File: config.mk
export PLATFORM = sky130hd
export DESIGN_NAME = shift_add_multiplier4
export DESIGN_NICKNAME = d
export VERILOG_FILES = /design/src/rtl/shift_add_multiplier4.sv
export SDC_FILE = /design/constraint.sdc
export NUM_CORES = 1
export LEC_CHECK = 0
export ABC_AREA = 1
export BUFFER_PORTS_ARGS = -buffer_cell sky130_fd_sc_hd__buf_2
export CAP_MARGIN = 20
export CELL_PAD_IN_SITES_DETAIL_PLACEMENT = 1
export CELL_PAD_IN_SITES_GLOBAL_PLACEMENT = 2
export CORE_MARGIN = 2
export CORE_UTILIZATION = 24
export CTS_CLUSTER_SIZE = 25
export DETAILED_ROUTE_END_ITERATION = 16
export GPL_TIMING_DRIVEN = 0
export MAX_ROUTING_LAYER = met4
export PLACE_DENSITY = 0.76
export SLEW_MARGIN = 10
export SYNTH_ARGS = -nofsm -noshare
export SYNTH_HDL_FRONTEND = slang
export SYNTH_SLANG_ARGS = --single-unit
File: constraint.sdc
create_clock -name clk -period 1.3 [get_ports clk]
set_input_delay 0.065 -clock clk [delete_from_list [all_inputs] [get_ports clk]]
set_output_delay 0.065 -clock clk [all_outputs]
set_load 0.02 [all_outputs]
File: src/rtl/shift_add_multiplier4.sv
// shift_add_multiplier4
// Sequential 4x4 unsigned shift-and-add multiplier wrapped around an external
// combinational 4-bit ripple adder. The adder operands are driven from the
// accumulator and the multiplicand; the adder sum and carry come back in the
// same cycle and are shifted into {acc, q}. Four iterations produce an 8-bit
// product, presented with a start/done handshake.

module shift_add_multiplier4 (
    input  logic       clk,
    input  logic       rst,
    input  logic       start,
    input  logic [3:0] multiplicand,
    input  logic [3:0] multiplier,
    output logic [3:0] add_a,
    output logic [3:0] add_b,
    output logic       add_cin,
    input  logic [3:0] add_s,
    input  logic       add_cout,
    output logic       busy,
    output logic       done,
    output logic [7:0] product
);

    typedef enum logic [1:0] {
        IDLE = 2'd0,
        RUN  = 2'd1,
        DONE = 2'd2
    } state_t;

    // Architectural registers
    state_t      state_r;
    logic [3:0]  m_r;
    logic [3:0]  q_r;
    logic [3:0]  acc_r;
    logic [1:0]  cnt_r;
    logic [7:0]  product_r;
    logic        busy_r;
    logic        done_r;

    // Next-state values
    state_t      state_s;
    logic [3:0]  m_s;
    logic [3:0]  q_s;
    logic [3:0]  acc_s;
    logic [1:0]  cnt_s;
    logic [7:0]  product_s;
    logic        busy_s;
    logic        done_s;

    // Adder result concatenated with the shifted multiplier: the carry-out is
    // the fifth bit of the partial sum and lands in acc[3] after the shift.
    logic [7:0]  sum_shift_s;

    assign sum_shift_s = {add_cout, add_s, q_r[3:1]};

    // Adder drive: active only while iterating so the adder is quiet otherwise
    always_comb begin
        add_a   = 4'h0;
        add_b   = 4'h0;
        add_cin = 1'b0;
        if (state_r == RUN) begin
            add_a = acc_r;
            if (q_r[0]) begin
                add_b = m_r;
            end else begin
                add_b = 4'h0;
            end
        end else begin
            add_a = 4'h0;
            add_b = 4'h0;
        end
    end

    // Next-state and datapath update logic
    always_comb begin
        state_s   = state_r;
        m_s       = m_r;
        q_s       = q_r;
        acc_s     = acc_r;
        cnt_s     = cnt_r;
        product_s = product_r;
        case (state_r)
            IDLE: begin
                if (start) begin
                    m_s     = multiplicand;
                    q_s     = multiplier;
                    acc_s   = 4'h0;
                    cnt_s   = 2'd0;
                    state_s = RUN;
                end else begin
                    state_s = IDLE;
                end
            end
            RUN: begin
                {acc_s, q_s} = sum_shift_s;
                cnt_s        = cnt_r + 2'd1;
                if (cnt_r == 2'd3) begin
                    product_s = sum_shift_s;
                    state_s   = DONE;
                end else begin
                    state_s   = RUN;
                end
            end
            DONE: begin
                state_s = IDLE;
            end
            default: begin
                // Unreachable encoding: recover to a clean idle state
                state_s = IDLE;
                m_s     = 4'h0;
                q_s     = 4'h0;
                acc_s   = 4'h0;
                cnt_s   = 2'd0;
            end
        endcase
        // Status flags are registered from the next state so they line up
        // with the state they describe.
        busy_s = (state_s != IDLE);
        done_s = (state_s == DONE);
    end

    // State and datapath registers with synchronous reset
    always_ff @(posedge clk) begin
        if (rst) begin
            state_r   <= IDLE;
            m_r       <= 4'h0;
            q_r       <= 4'h0;
            acc_r     <= 4'h0;
            cnt_r     <= 2'd0;
            product_r <= 8'h00;
            busy_r    <= 1'b0;
            done_r    <= 1'b0;
        end else begin
            state_r   <= state_s;
            m_r       <= m_s;
            q_r       <= q_s;
            acc_r     <= acc_s;
            cnt_r     <= cnt_s;
            product_r <= product_s;
            busy_r    <= busy_s;
            done_r    <= done_s;
        end
    end

    assign busy    = busy_r;
    assign done    = done_r;
    assign product = product_r;

endmodule

==> results_dict.tcl <==
set metrics [dict create \
    drv_cap 0 \
    r2r_start "state_r[0]" \
    grt_overflow 0 \
    io_buffers 33 \
    track_usage 0.133 \
    ys_ff_latch 26 \
    regArea_um2 526 \
    finalCritPeriodShare 0.986 \
    clock_sinks 26 \
    io_pins 35 \
    grt_use_met3 0.0217 \
    post-dp-hpwl_mm 2.25 \
    grt_busiest_layer "met2" \
    grtUsageMet1 0.170 \
    vias_per_cell 4.15 \
    diodes 0 \
    peakVddDrop_mv 0.367 \
    fmax_mhz 780 \
    hp-class "input port to flop" \
    clk_latency_ns 0.27 \
    yosysWarnings 0 \
    drive_above_1_share 0.393 \
    syn_avg_cell_area_um2 6.92 \
    seq_area_frac_synth 0.443 \
    num_rows 25 \
    cts_buffers 3 \
    slew_headroom 0.617 \
    wl_mm 3.33 \
    crit_type "flop to output port" \
    crit_path_start_kind "flop" \
    nets 242 \
    power_mw 2.01 \
    setup_violations 0 \
    ys_types 18 \
    start_util 0.249 \
    syn_to_final_growth_pct 54.6 \
    worst_hold_slack_ns 0.0361 \
    via_count 1187 \
    gp_congestion 0.730 \
    postSynthCellCount 170 \
    final_core_util 0.385 \
    clkTransAtPathRegs_ns 0.09 \
    first_iter_violations 17 \
    status "finished clean" \
    rr_endpoint "acc_r[2]" \
    cts_htree_levels 1 \
    final_cell_count_no_fill 286 \
    synth_nets 192 \
    synth_area_um2 1180 \
    critPathCaptureType "output port" \
    wl_per_cell_um 11.6 \
    cp-endpoint "add_a[3]" \
    tightest_slew_ns 0.574 \
    critical_path.max_stage_delay_ns 0.37 \
    powerDensity_nw_per_um2 1100 \
    cts.path.max_buffers 2 \
    drv_slew 0 \
    cp.required_ns 1.24 \
    timing.final.hold_violations 0 \
    cp_slowest_cell "dfxtp_2" \
    reg2reg_slack_ns 0.04 \
    placed_cells 270 \
    dr.pass1.iters 4 \
    cp_max_fo 4 \
    antenna_found_initial 0 \
    grt_pass1_wl_mm 5.38 \
    cp_data_arrival_time_ns 1.22 \
    rsz0062_at_grt "yes" \
    antenna_left 0 \
    cp-startpoint "state_r[1]" \
    fp.dieH_um 74.0 \
    grt_pass1_vias 1112 \
    cts_tree "built" \
    grtUsageMet2 0.215 \
    crit_chain "inv_4 > ha_4 > buf_6 > nand2_2 > inv_2 > buf_6" \
    reg2regPathDepth 7 \
    core-area_um2 4720 \
    fin_tns_setup_ns 0 \
    skew_ns 0.00590 \
    root_buffer "clkbuf_8" \
    die_w_um 74.0 \
    multi_input_area_um2 687 \
    p_leak_nw 0.887 \
    cp_common_cell "buf_6" \
    grt_max_degree 16 \
    die_area_um2 5480 \
    period_needed_ns 1.28 \
    drc 0 \
    fillers 584 \
]
[logic make-up after synthesis]
| logic type | Yosys count | share of synthesized area |
|---|---|---|
| buffers and inverters | 26 | 0.0883 |
| AO/OA/AOI/OAI | 29 | 0.126 |
| adder cells (fa/ha/maj) | 6 | 0.0638 |
| AND/OR/NAND/NOR | 82 | 0.277 |
| other | 1 | 0.00319 |
| flip-flops | 26 | 0.443 |
[layer usage]
metal / vias to the layer above / part of all wire
met1: 540 / 0.48
met4: 0 / 0.012
met3: 5 / 0.033
met5: - / 0
li1: 618 / -
met2: 24 / 0.48
[sequential cells by signal (all words and copies together), names as in the netlist]
| signal | flops |
|---|---|
| acc_r | 4 |
| busy | 1 |
| cnt_r | 2 |
| done | 1 |
| m_r | 4 |
| product | 8 |
| q_r | 4 |
| state_r | 2 |
[layout make-up]
type                            count  share of cell area
Multi-Input combinational cell    118               0.378
Sequential cell                    26               0.289
Timing Repair Buffer               45               0.178
Inverter                           22              0.0551
Tap cell                           67              0.0461
Clock buffer                        3              0.0227
Clock inverter                      1              0.0165
Buffer                              4              0.0151
[worst min-delay path by stage]
stage / from / end / slack (ns) / depth (start not counted)
after global routing: multiplicand[0] / m_r[0] / 0.03 / 3
after CTS: multiplicand[0] / m_r[0] / 0.03 / 3
after global placement: rst / busy / 0.29 / 2
final: multiplicand[0] / m_r[0] / 0.04 / 3
after floorplan: rst / busy / 0.16 / 1
after detailed placement: rst / busy / 0.29 / 2
[synth_stat cells (all sizes together)]
cell	instances	area, um2
ha	6	75.1
conb	1	3.75
inv	22	82.6
nand2	46	183
nor2	32	123
buf	3	17.5
a21oi	12	60.1
nand3	4	20.0
o21ai	16	80.1
a21boi	1	7.51
clkbuf	1	3.75
dfxtp	26	521
[layout by cell type, fill, tap and decap left out]
cell type,netlist,layout
dlygate4sd3_1,0,1
ha_4,0,3
bufinv_16,0,1
o21ai_1,2,6
ha_2,0,1
inv_4,0,2
nor2_4,0,5
conb_1,1,1
buf_4,1,8
buf_6,0,13
o21ai_0,14,10
inv_8,0,1
nand2_2,1,7
clkbuf_8,0,3
nand2_4,1,5
buf_2,2,26
nor2_1,31,27
dfxtp_2,0,1
a21boi_0,1,1
inv_1,20,12
nand2_1,44,34
a21oi_2,0,1
inv_6,0,1
nand3_1,4,4
a21oi_1,12,10
dfxtp_1,26,24
clkbuf_1,1,1
inv_2,2,6
a21oi_4,0,1
dfxtp_4,0,1
ha_1,6,2
[per-stage QoR]
stage,area (um2),worst slack [ns]
6_report,1820,0.0186
5_1_grt,1820,-0.0433
4_1_cts,1660,-0.0196
3_5_place_dp,1430,-0.244
3_3_place_gp,1430,-0.247
2_1_floorplan,1180,0.00686
[where the power goes]
group	internal, mW	switching (mW)
registers	0.844	0.0344
clock network	0.412	0.263
logic	0.202	0.253
[critical path, delay by kind of cell (launching register included)]
kind / cells / cell delay [ns]
buf+inv: 4 / 0.34
fa+ha+maj: 1 / 0.18
flops: 1 / 0.37
simple gates: 1 / 0.06
[repair_timing]
action / 4_1_cts / 5_1_grt
buffers inserted: 6 / 4
pin swaps: 2 / 10
resized for setup: 32 / 46
endpoints found under the hold margin: 1 / 0
hold buffers: 1 / 0
cloned: 0 / 1
endpoints found under the setup margin: 34 / 28
Power figures use the tool's default switching activity.
